--- config.mk ---
export PLATFORM = sky130hd
export DESIGN_NAME = fsk_codeword_receiver
export DESIGN_NICKNAME = d
export VERILOG_FILES = /design/src/rtl/fsk_codeword_receiver.sv
export SDC_FILE = /design/constraint.sdc
export NUM_CORES = 1
export LEC_CHECK = 0
export BUFFER_PORTS_ARGS = -buffer_cell sky130_fd_sc_hd__buf_2
export CAP_MARGIN = 15
export CORE_UTILIZATION = 50
export DETAILED_ROUTE_END_ITERATION = 8
export PLACE_DENSITY = 0.8
export SLEW_MARGIN = 30
export SYNTH_ARGS = -nofsm -noshare
export SYNTH_HDL_FRONTEND = slang
export SYNTH_SLANG_ARGS = --single-unit
--- constraint.sdc ---
create_clock -name clk -period 7.6 [get_ports clk]
set_input_delay 0.76 -clock clk [delete_from_list [all_inputs] [get_ports clk]]
set_output_delay 0.76 -clock clk [all_outputs]
set_load 0.05 [all_outputs]
--- src/rtl/fsk_codeword_receiver.sv ---
// Frame receiver between the FSK demodulator and the Hamming(12,8) decoder.
// It hunts for the sync word, then emits fixed-length frames of 12-bit codewords.
module fsk_codeword_receiver #(
    parameter logic [7:0] SYNC_WORD    = 8'hD3,
    parameter int         CW_PER_FRAME = 4,
    parameter int         TIMEOUT      = 1000
) (
    input  logic        clk,
    input  logic        rst_n,
    input  logic        bit_in,
    input  logic        bit_stb,
    output logic [11:0] cw_out,
    output logic        cw_valid,
    output logic [7:0]  cw_index,
    output logic        frame_start,
    output logic        frame_done,
    output logic        frame_err,
    output logic        busy
);

    typedef enum logic {
        HUNT    = 1'b0,
        COLLECT = 1'b1
    } state_t;

    localparam logic [7:0]  LAST_CW   = 8'(CW_PER_FRAME - 1);
    localparam logic [15:0] IDLE_LAST = 16'(TIMEOUT - 1);

    state_t      state_q, state_d;
    logic [7:0]  sync_sr_q, sync_sr_d;
    logic [11:0] cw_sr_q, cw_sr_d;
    logic [3:0]  bit_cnt_q, bit_cnt_d;
    logic [7:0]  cw_cnt_q, cw_cnt_d;
    logic [15:0] idle_cnt_q, idle_cnt_d;

    logic [11:0] cw_out_q, cw_out_d;
    logic        cw_valid_q, cw_valid_d;
    logic [7:0]  cw_index_q, cw_index_d;
    logic        frame_start_q, frame_start_d;
    logic        frame_done_q, frame_done_d;
    logic        frame_err_q, frame_err_d;
    logic        busy_q, busy_d;

    always_ff @(posedge clk) begin
        if (!rst_n) begin
            state_q       <= HUNT;
            sync_sr_q     <= 8'h00;
            cw_sr_q       <= 12'h000;
            bit_cnt_q     <= 4'd0;
            cw_cnt_q      <= 8'd0;
            idle_cnt_q    <= 16'd0;
            cw_out_q      <= 12'h000;
            cw_valid_q    <= 1'b0;
            cw_index_q    <= 8'd0;
            frame_start_q <= 1'b0;
            frame_done_q  <= 1'b0;
            frame_err_q   <= 1'b0;
            busy_q        <= 1'b0;
        end else begin
            state_q       <= state_d;
            sync_sr_q     <= sync_sr_d;
            cw_sr_q       <= cw_sr_d;
            bit_cnt_q     <= bit_cnt_d;
            cw_cnt_q      <= cw_cnt_d;
            idle_cnt_q    <= idle_cnt_d;
            cw_out_q      <= cw_out_d;
            cw_valid_q    <= cw_valid_d;
            cw_index_q    <= cw_index_d;
            frame_start_q <= frame_start_d;
            frame_done_q  <= frame_done_d;
            frame_err_q   <= frame_err_d;
            busy_q        <= busy_d;
        end
    end

    always_comb begin
        state_d       = state_q;
        sync_sr_d     = sync_sr_q;
        cw_sr_d       = cw_sr_q;
        bit_cnt_d     = bit_cnt_q;
        cw_cnt_d      = cw_cnt_q;
        idle_cnt_d    = idle_cnt_q;
        cw_out_d      = cw_out_q;
        cw_index_d    = cw_index_q;
        cw_valid_d    = 1'b0;
        frame_start_d = 1'b0;
        frame_done_d  = 1'b0;
        frame_err_d   = 1'b0;

        case (state_q)
            HUNT: begin
                if (bit_stb) begin
                    sync_sr_d = {sync_sr_q[6:0], bit_in};
                    if (sync_sr_d == SYNC_WORD) begin
                        state_d       = COLLECT;
                        bit_cnt_d     = 4'd0;
                        cw_cnt_d      = 8'd0;
                        idle_cnt_d    = 16'd0;
                        frame_start_d = 1'b1;
                    end
                end
            end
            COLLECT: begin
                if (bit_stb) begin
                    // Codeword bits arrive LSB first, so shift in from the top.
                    cw_sr_d    = {bit_in, cw_sr_q[11:1]};
                    idle_cnt_d = 16'd0;
                    if (bit_cnt_q == 4'd11) begin
                        cw_out_d   = cw_sr_d;
                        cw_index_d = cw_cnt_q;
                        cw_valid_d = 1'b1;
                        bit_cnt_d  = 4'd0;
                        cw_cnt_d   = cw_cnt_q + 8'd1;
                        if (cw_cnt_q == LAST_CW) begin
                            frame_done_d = 1'b1;
                            state_d      = HUNT;
                            sync_sr_d    = 8'h00;
                        end
                    end else begin
                        bit_cnt_d = bit_cnt_q + 4'd1;
                    end
                end else if (idle_cnt_q == IDLE_LAST) begin
                    frame_err_d = 1'b1;
                    state_d     = HUNT;
                    sync_sr_d   = 8'h00;
                end else begin
                    idle_cnt_d = idle_cnt_q + 16'd1;
                end
            end
            default: begin
                state_d = HUNT;
            end
        endcase

        busy_d = (state_d == COLLECT);
    end

    assign cw_out      = cw_out_q;
    assign cw_valid    = cw_valid_q;
    assign cw_index    = cw_index_q;
    assign frame_start = frame_start_q;
    assign frame_done  = frame_done_q;
    assign frame_err   = frame_err_q;
    assign busy        = busy_q;

endmodule

# After elaboration in Yosys (flattened, before gate mapping)
# Index checks and enable logic that the tools add are counted.
[op_classes]
addsub = 3
multipliers = 0
div = 0
n_lt_le_gt_ge = 0
n_eq_ne = 12
shifts = 0
n_mux = 31
bitwise_logic = 2
n_reduce_logical = 10
[op_table]
columns = ["cell", "count"]
rows = [
  ["16-bit two-way mux", 4],
  ["7-bit two-way mux", 5],
  ["8-bit two-way mux", 4],
  ["16-bit one-hot mux with 2 select lines", 1],
  ["16-bit by 1-bit adder with 16-bit output, second input constant", 1],
  ["16-bit by 10-bit equality test with 1-bit output, second input constant", 1],
  ["4-bit two-way mux", 4],
  ["8-bit one-hot mux with 2 select lines", 1],
  ["7-bit one-hot mux with 2 select lines", 1],
  ["3-bit AND reduction", 4],
  ["4-bit AND reduction", 3],
  ["1-bit two-way mux", 9],
  ["3-bit by 2-bit != test with 1-bit output, second input constant", 3],
  ["8-bit by 1-bit adder with 8-bit output, second input constant", 1],
  ["8-bit by 2-bit equality test with 1-bit output, second input constant", 1],
  ["8-bit equality test, second input constant", 1],
  ["4-bit one-hot mux with 2 select lines", 1],
  ["2-bit != test, second input constant", 3],
  ["4-bit by 1-bit adder with 4-bit output, second input constant", 1],
  ["4-bit equality test, second input constant", 1],
  ["3-bit != test, second input constant", 1],
  ["3-bit OR reduction", 1],
  ["2-bit by 1-bit != test with 1-bit output, second input constant", 1],
  ["1-bit inverter", 2],
  ["other kinds (3)", 3],
]
[word_totals]
reg_bits = 72
latch_bits = 0
ram_bits = 0
mem_bits_ro = 0
inputBits = 4
output_inout_bits = 25
elab_cells = 70
mem_count = 0

# Depth between registers and ports, before layout
# Gate-level depths: netlist of the first run.
[logic_depth]
word_depth = 5
mapped_depth = 7
ltp_nobuf = 5

# Worst setup path after synthesis of the first run
# No wires, ideal clock.
[synth_path]
path_kind = "register -> register"
from = "register idle_cnt_q[3]"
to = "register sync_sr_q[0]"
setup_time_ns = 0.072
arrival_ns = 2.349
required_ns = 7.528
setup_slack_ns = 5.179
path_stages_with_launch = 7
n_path_buf = 2
synth_period_minus_slack_ns = 2.421
cell_sequence = "dfxtp_1 buf_6 or4_4 or4_1 buf_2 a2111oi_4 mux2i_1"
[synth_via]
elab_chain_len = 3
[synth_lines]
columns = ["item", "line", "rtl"]
rows = [
  ["start: declaration", "34", "logic [15:0] idle_cnt_q, idle_cnt_d;"],
  ["start signal: assignment", "65", "idle_cnt_q <= idle_cnt_d;"],
  ["16-bit by 10-bit equality test with 1-bit output", "122", "end else if (idle_cnt_q == IDLE_LAST) begin"],
  ["3-bit by 2-bit != test with 1-bit output (no line)", "-", ""],
  ["4-bit AND reduction (no line)", "-", ""],
  ["end signal: assignment", "61", "sync_sr_q <= sync_sr_d;"],
  ["end: declaration", "30", "logic [7:0] sync_sr_q, sync_sr_d;"],
]
# No other way between the ends.
# A chain may end at the register's enable or synchronous reset.

# Final worst setup path of the first run
[layout_path]
from = "register idle_cnt_q[4]"
to = "register sync_sr_q[4]"
# Same word-level chain as after synthesis.

==> results.md, run 1 <==
- Status: finished, final reports clean
- Number of hold violations in the final report: 0
- DRC violations left: 0
- Synthesized net count: between 300 and 400
- CTS sink cnt: 71
- Reg-to-reg startpoint: idle_cnt_q[4]
- 1st-iter DRT viols: between 200 and 250
- Clock Tree Root: clkbuf_8
- Reg2Reg Setup Slack: 4780 ps
- Cell count after synthesis: between 300 and 400
- Slew headroom: 0.4653
- Post-Synthesis Cell Area: roughly 3000 sq um
- Vias per Instance: 5.844
- Final core occ: 0.5814
- GRT Util Overall: 0.2210
- Startpoint types: flip-flop
- Vias in the first global route: 2439
- Antenna-violating nets left: 0
- Final HPWL DP: between 4000 and 5000 um
- Rows: 28
- Post-synthesis register bit count: 71
- Register area share after synthesis: 0.4685
- Worst-Margin Slew: roughly 800 ps
- Total Die Area: between 6000 and 7000 sq um
- Critical path data required time: a little under 8000 ps
- Die X: between 70 and 80 um
- Worst setup startpoint: idle_cnt_q[4]
- PortBufs: 28
- Worst path max stage delay: between 800 and 900 ps
- Dpl ws: ~4800 ps
- Core area: between 5000 and 6000 sq um
- Number of CTS-inserted buffers: 9
- Final period utilization: 0.3706
- Ports: 29
- Placed cell count: between 400 and 500
- FF/Latch Area: 1421 sq um
- Cell chain of the critical path: or4_1, or4_1, a2111oi_4, mux2i_1
- Hold Startpoint: cw_out[11]
- Arrival @ worst endpoint: approximately 3000 ps
- Diode count: 0
- Ys Warns: 0
- Longest Clk Path Bufs: 2
- WL/cell: about 14 um
- DR vias: roughly 2800
- Post-synth EDFFs: 0
- Die height: approximately 80 um
- Clock latency on the worst-skew pair: about 350 ps
- Clock Skew: ~15 ps
- Final Max Tran Viols: 0
- Max frequency: between 300 and 400 MHz
- Initial antenna violation count: 0
- Synthesis-to-layout area growth: 12.78%
- H-tree depth: 3
- Max-cap violation count: 0
- WL final: between 6000 and 7000 um
- Synthesized area per cell: approximately 8.0 sq um
- Cell Pwr Density: ~220 nW/um^2
- RSZ-0062 raised after global routing: false
- HP Class: flip-flop to flip-flop
- Most used cell, CP: or4_1
- Worst path slowest cell: or4_1
- Post-CTS Setup Bufs: 0
- Starting Density: 0.5155
- # setup viols final: 0
- Crit path time final: 2816 ps
- VDD IR max: roughly 0.2 mV
- Critical path capture point type: flip-flop
- Ys flop type: dfxtp_1
- Leak: 1.197 nW
- Post-Layout Cell Count: 475
- Filler Cells Inserted: approximately 540
- Synth cell types: 42
- Area of the multi-input gates: between 1000 and 1500 sq um
- CP max FO: 13
- CTS-repair resized insts: 0
- TritonRoute pass-1 iters: 5
- First-pass GRT wire length: 11070 um
- Setup_tns: 0 ps
- Layout cells sized above 1: 0.1200
- GPL Wtd Cong: around 0.86
- Critical path class: flip-flop to flip-flop
- Largest net degree at the start of global routing: between 40 and 50
- Remaining Overflow, GRT: 0
- Setup ws final: 4784 ps
- CTS tree: built
- Clock-pin slew on the worst setup and hold paths: 80 ps
- Hold-fix buffers at CTS: 0
- NumNets Final: 402
- Async SR Flop Fraction: 0
-- synth_stat cells (3+ instances only) --
cell | number | area [sq um]
clkbuf_1 | 19 | 71.32
inv_1 | 7 | 26.28
a31oi_1 | 19 | 118.9
ha_1 | 3 | 37.54
nor3_1 | 7 | 35.03
o31ai_1 | 3 | 22.52
nand3_1 | 22 | 110.1
and2_1 | 4 | 25.02
o21ai_0 | 12 | 60.06
dfxtp_1 | 71 | 1421
nor2_1 | 16 | 60.06
a21oi_1 | 42 | 210.2
nand2_1 | 86 | 322.8
nand2b_1 | 6 | 37.54
or4_1 | 3 | 22.52
nor4_1 | 7 | 43.79
xor2_1 | 3 | 26.28
nand4_1 | 12 | 75.07
mux2i_1 | 7 | 70.07
-- registers in the layout, indices dropped and copies added (netlist names) --
| register | flops |
|---|---|
| cw_out | 12 |
| idle_cnt_q | 16 |
| frame_done | 1 |
| busy | 1 |
| bit_cnt_q | 4 |
| cw_cnt_q | 8 |
| cw_sr_q | 11 |
| frame_err | 1 |
| cw_valid | 1 |
| sync_sr_q | 7 |
| cw_index | 8 |
| frame_start | 1 |
-- worst paths after layout --
kind | to | depth (start not counted)
max | sync_sr_q[4] | 4
min | cw_out[11] | 2
max reg2reg | sync_sr_q[4] | 4
min reg2reg | cw_out[11] | 2
-- routing by layer --
layer	share of wire	vias up	wire length (um)	track usage
li1	-	1375	-	-
met1	0.47	1313	3077	0.2839
met2	0.47	81	3111	0.3538
met3	0.055	7	362	0.06857
met4	0.0095	0	63	0.06607
met5	0	-	0	0
-- cells by family (layout without fill, tap and decap cells) --
family | after synthesis | count (layout) | share of synthesized area
flops | 71 | 71 | 0.4685
compound gates | 86 | 86 | 0.1691
fa+ha+maj | 3 | 3 | 0.01237
simple gates | 175 | 175 | 0.2730
buf+inv | 32 | 54 | 0.04248
mux | 7 | 7 | 0.02309
xor+xnor | 4 | 4 | 0.01155
-- report_power, final --
group	internal (W)	total, W	switching (W)
sequential	0.000372	0.000372	0.000000270
clock	0.000212	0.000353	0.000140
combinational	0.00000340	0.0000130	0.00000963
total	0.000588	0.000738	0.000150
-- cell type report --
cell class              instances  area share
multi-input cells             275      0.4336
inverters                       9    0.009872
well taps                      75     0.02742
flip-flops and latches         71      0.4154
clock inverters                 4     0.02230
clock buffers                  12     0.04826
repair buffers                 29     0.04314
-- per-stage QoR --
stage	cell area [sq um]	power (W)	hold slack [ps]
after floorplan	3034	0.0003908	430.7
after global placement	3181	0.0003937	441.6
after detailed placement	3181	0.0003940	444.6
after CTS	3422	0.0007415	453.8
after global routing	3422	0.0007619	479.1
final	3422	0.0007380	449.8
-- cells in the final DEF, fill, tap and decap left out, types with 2 or more instances in the layout --
cell type,netlist,layout
o21ai_0,12,12
nand2_1,86,86
clkbuf_8,0,12
clkinv_1,2,2
dfxtp_1,71,71
and3b_1,2,2
bufinv_16,0,2
and3_1,2,2
or4_1,3,3
o31ai_1,3,3
nand4_1,12,12
nor2_1,16,16
xor2_1,3,3
ha_1,3,3
nand3_1,22,22
nand2b_1,6,6
nor3_1,7,7
nor4_1,7,7
mux2i_1,7,7
a31oi_1,19,19
buf_2,1,28
inv_1,7,7
a41oi_1,2,2
a21oi_1,42,42
and2_1,4,4
a211oi_1,2,2
-- worst max-delay path: cells and delay by family (launching register included) --
family | cells | cell delay, ps
compound gates | 1 | 750
flops | 1 | 360
mux | 1 | 260
simple gates | 2 | 1370
Power figures use the tool's default switching activity.
==> inputs of run 2 (changes only) <==
==> constraint.sdc (replaced) <==
create_clock -name clk -period 2.6 [get_ports clk]
set_input_delay 0.26 -clock clk [delete_from_list [all_inputs] [get_ports clk]]
set_output_delay 0.26 -clock clk [all_outputs]
set_load 0.05 [all_outputs]
==> results.md, run 2 (synthesized netlist as in run 1, its figures left out) <==
- Cell chain of the critical path: or4_1, or4_1, a2111oi_4, buf_4, mux2i_1
- Largest net degree at the start of global routing: 44
- Worst-Margin Slew: approximately 800 ps
- Most frequent cells in the layout: nand2_1, dfxtp_1, a21oi_1, buf_2, nand3_1
- Flop pwr share: 0.546
- Synthesis-to-layout area growth: 12.78%
- Clock share of power: 0.434
- Max frequency: about 420 MHz
- Commonest non-fill, non-tap cell in the layout: nand2_1
- Layout cells sized above 1: 0.1281
- Diode count: 0
- Critical path capture point type: flip-flop
- Worst path max stage delay: just over 600 ps
- Max-cap violation count: 0
- Number of hold violations in the final report: 0
- Die height: about 80 um
- Dpl ws: between 200 and 300 ps
- Clock latency on the worst-skew pair: approximately 350 ps
- DRC violations left: 0
- Critical path data required time: roughly 2900 ps
- 1st-iter DRT viols: about 190
- PortBufs: 28
- Arrival @ worst endpoint: around 2600 ps
- FF/Latch Area: about 1400 sq um
- Crit path time final: around 2400 ps
- Core area: about 5900 sq um
- Ports: 29
- Slew headroom: 0.4624
- Most flops, register: idle_cnt_q
- DR vias: roughly 2800
- Vias in the first global route: roughly 2400
- Critical path class: flip-flop to flip-flop
- Post-CTS Setup Bufs: 0
- Most used cell, CP: or4_1
- CTS-repair resized insts: 0
- HP Class: input pin to flip-flop
- Remaining Overflow, GRT: 0
- Number of CTS-inserted buffers: 9
- H-tree depth: 3
- Final Max Tran Viols: 0
- Starting Density: 0.5155
- Switching Fraction: 0.2153
- Hold-fix buffers at CTS: 0
- Status: finished, final reports clean
- Worst path slowest cell: or4_1
- Final HPWL DP: about 4500 um
- CTS sink cnt: 71
- Rows: 28
- Final period utilization: 0.9070
- Leak: about 1.2 nW
- NumNets Final: between 400 and 500
- TritonRoute pass-1 iters: 4
- Longest Clk Path Bufs: 2
- Comb pwr share: 0.020
- CTS tree: built
- First-pass GRT wire length: about 11000 um
- Clock Skew: approximately 14 ps
- Pint: ~0.0016 W
- Total Die Area: about 6400 sq um
- Area of the multi-input gates: between 1000 and 1500 sq um
- Sw Pwr: between 0.0004 and 0.0005 W
- Antenna-violating nets left: 0
- WL/cell: around 14 um
- Setup ws final: ~240 ps
- RSZ-0062 raised after global routing: false
- GRT Util Overall: 0.2300
- Cell family with most CP delay: simple AND/OR/NAND/NOR gates
- GPL Wtd Cong: around 0.85
- Max FFs per register: 16
- Buffers & Inverters on Critical Path: 1
- Clock-pin slew on the worst setup and hold paths: ~70 ps
- Startpoint types: flip-flop
- CP max FO: 7
- Vias per Instance: roughly 5.7
- # setup viols final: 0
- Setup_tns: 0 ps
- Filler Cells Inserted: roughly 540
- VDD IR max: roughly 0.38 mV
- Initial antenna violation count: 0
- Die X: between 70 and 80 um
- Cell Pwr Density: about 580 nW/um^2
- Clock Tree Root: clkbuf_8
- WL final: 6794 um
[run 2: path summary, 6_finish.rpt]
path	endpoint	start	slack, ps	depth (start not counted)
hold reg to reg	cw_index[5]	cw_index[5]	450	2
setup / recovery	sync_sr_q[3]	idle_cnt_q[4]	240	5
hold / removal	cw_sr_q[11]	bit_in	210	3
setup reg to reg	sync_sr_q[3]	idle_cnt_q[4]	240	5
[run 2: power groups by stage]
stage / Combinational (W) / Sequential (W) / Clock [W]
2_1_floorplan: 0.0000288 / 0.00111 / 0
3_3_place_gp: 0.0000381 / 0.00111 / 0
3_5_place_dp: 0.0000389 / 0.00111 / 0
4_1_cts: 0.0000391 / 0.00109 / 0.000880
5_1_grt: 0.0000425 / 0.00109 / 0.000927
6_report: 0.0000394 / 0.00109 / 0.000864
[run 2: layer usage]
layer	global-route usage	vias to the layer above	share of wire
li1	-	1388	-
met1	0.2903	1303	0.47
met2	0.3658	59	0.47
met3	0.06971	9	0.043
met4	0.08929	0	0.0093
met5	0	-	0
[run 2: metrics by stage]
stage / power (W) / hold slack, ps / util / cell area [sq um] / std cells
after floorplan: 0.001142 / 396.0 / - / 3034 / 378
after global placement: 0.001152 / 439.3 / 0.5493 / 3233 / 466
after detailed placement: 0.001153 / 445.6 / 0.5493 / 3233 / 466
after CTS: 0.002008 / 187.2 / 0.5814 / 3422 / 481
after global routing: 0.002057 / 187.5 / 0.5814 / 3422 / 481
final: 0.001993 / 205.4 / 0.5814 / 3422 / 481
[run 2: worst register-to-register path: cells and delay by family (launching register included)]
family | cells | cell delay, ps
simple gates | 2 | 1150
buf+inv | 1 | 230
compound gates | 1 | 360
mux | 1 | 200
flops | 1 | 350
[run 2: layout make-up]
cell class	instances	area share
well taps	75	0.02742
multi-input cells	275	0.4336
clock buffers	12	0.04241
repair buffers	36	0.05850
inverters	9	0.009872
clock inverters	3	0.01280
flip-flops and latches	71	0.4154
==> inputs of run 3 (changes only) <==
--- a/config.mk
+++ b/config.mk
@@ -9,7 +9,10 @@
 export CAP_MARGIN = 15
 export CORE_UTILIZATION = 50
 export DETAILED_ROUTE_END_ITERATION = 8
+export HOLD_SLACK_MARGIN = 0.08
 export PLACE_DENSITY = 0.8
+export RECOVER_POWER = 100
+export SETUP_SLACK_MARGIN = 0.2
 export SLEW_MARGIN = 30
 export SYNTH_ARGS = -nofsm -noshare
 export SYNTH_HDL_FRONTEND = slang
==> results.md, run 3 (synthesized netlist as in run 1, its figures left out) <==
- Placed cell count: 466
- Final period utilization: 0.8854
- Startpoint types: flip-flop
- Most flops, register: idle_cnt_q
- Ports: 29
- WHS Endpoint: cw_sr_q[11]
- # setup viols final: 0
- First-pass GRT wire length: between 10000 and 15000 um
- Met2 routed WL: 3197 um
- Diode count: 0
- Most frequent cells in the layout: nand2_1, dfxtp_1, a21oi_1, clkbuf_1, nand3_1
- Total power: roughly 0.0022 W
- Setup ws final: between 200 and 300 ps
- Hold depth: 3
- CTS tree: built
- Worst-Margin Slew: between 700 and 800 ps
- Vias per Instance: roughly 5.8
- Reg2Reg Setup Slack: roughly 300 ps
- Arrival @ worst endpoint: ~2600 ps
- VDD IR max: about 0.5 mV
- Longest Clk Path Bufs: 2
- PortBufs: 28
- Hold Startpoint: bit_in
- Die height: roughly 80 um
- Initial antenna violation count: 0
- Dpl ws: just under 300 ps
- Max FFs per register: 16
- GPL Wtd Cong: 0.8458
- Clock latency on the worst-skew pair: ~350 ps
- Clock Skew: 10.88 ps
- Critical path capture point type: flip-flop
- RR Endpoint: sync_sr_q[4]
- Total Die Area: around 6400 sq um
- Number of CTS-inserted buffers: 9
- Worst path max stage delay: about 620 ps
- Uppermost layer routed: met4
- 1st-iter DRT viols: 180
- GRT Util Overall: 0.2260
- Cell chain of the critical path: or4_1, or4_1, a2111oi_4, buf_6, mux2i_1
- TritonRoute pass-1 iters: 5
- Final HPWL DP: about 4400 um
- Synthesis-to-layout area growth: 13.61%
- Worst setup startpoint: idle_cnt_q[4]
- WL/cell: 13.98 um
- RSZ-0062 raised after global routing: false
- DR WL met3: 321 um
- Reg-to-reg startpoint: idle_cnt_q[4]
- Vias in the first global route: 2473
- CTS sink cnt: between 70 and 80
- Max-cap violation count: 0
- Core area: around 5900 sq um
- Post-CTS Setup Bufs: 0
- Leak: 1.114 nW
- Largest net degree at the start of global routing: 44
- Post-Layout Cell Count: slightly below 500
- Starting Density: 0.5155
- CP max FO: 7
- Rows: 28
- Max frequency: between 400 and 500 MHz
- Remaining Overflow, GRT: 0
- WL final: 6736 um
- NumNets Final: 409
- Layout cells sized above 1: 0.06634
- WHS: roughly 200 ps
- Commonest non-fill, non-tap cell in the layout: nand2_1
- Cell Pwr Density: 646.8 nW/um^2
- Setup_tns: 0 ps
- Number of hold violations in the final report: 0
- HP Class: input pin to flip-flop
- Clock-pin slew on the worst setup and hold paths: ~80 ps
- Worst path slowest cell: or4_1
- Clock Tree Root: clkbuf_8
- Crit path time final: between 2000 and 2500 ps
- Slew headroom: 0.4840
- Most used cell, CP: or4_1
- Antenna-violating nets left: 0
- DR vias: around 2800
- Hold-fix buffers at CTS: 0
- Worst Reg2Reg Path Length in Cells: 5
- Die X: 79.90 um
- Status: finished, final reports clean
- DRC violations left: 0
- Final Max Tran Viols: 0
- WL met1: around 3100 um
- H-tree depth: 3
- Critical path class: flip-flop to flip-flop
- Critical path data required time: roughly 2900 ps
-- run 3: cell types whose count changed in the layout (fill, tap and decap cells not counted), sizes merged --
cell,before,now
clkinvlp,0,1
bufinv,1,3
buf,36,8
inv,7,9
clkinv,4,2
clkbuf,12,38
-- run 3: worst max-delay path: cells and delay by family (launching register included) --
family,cells,cell delay (ps)
buffers and inverters,1,190
DFF,1,350
muxes,1,190
and+or+nand+nor,2,1170
AOI/OAI and AO/OA,1,330
-- run 3: routing by layer --
metal | track usage | vias to the layer above
met2 | 0.3590 | 72
li1 | - | 1385
met5 | 0 | -
met1 | 0.2869 | 1336
met3 | 0.07086 | 8
met4 | 0.08214 | 0
-- run 3: power breakdown --
| part | switching, W | internal (W) | total, W |
|---|---|---|---|
| Sequential | 0.000000840 | 0.00109 | 0.00109 |
| Clock | 0.000429 | 0.000670 | 0.00110 |
| Combinational | 0.0000298 | 0.0000124 | 0.0000422 |
-- run 3: what timing repair did --
action / 4_1_cts / 5_1_grt
hold endpoints to repair: 0 / 0
resized for setup: 0 / 2
setup endpoints to repair: 0 / 5
-- run 3: area by class of cell --
class	instances	area [sq um]
clock inverter	6	115.1
clock buffer	10	137.6
multi-input combinational	275	1484
timing repair buffer	36	161.4
inverter	9	33.78
tap	75	93.84
fill	522	2439
sequential	71	1421
-- run 3: worst max path at each step --
stage                   end  slack, ps  cells past startpoint
6_report       sync_sr_q[4]        300                      5
5_1_grt        sync_sr_q[4]        220                      5
4_1_cts        sync_sr_q[4]        280                      5
3_5_place_dp   sync_sr_q[3]        300                      5
3_3_place_gp   sync_sr_q[1]        360                      5
2_1_floorplan  sync_sr_q[0]        230                      6
-- run 3: per-stage QoR --
| step | instance area (sq um) | util |
|---|---|---|
| 2_1_floorplan | 3034 | - |
| 4_1_cts | 3486 | 0.5923 |
| 3_5_place_dp | 3233 | 0.5493 |
| 3_3_place_gp | 3233 | 0.5493 |
| 5_1_grt | 3447 | 0.5857 |
| 6_report | 3447 | 0.5857 |
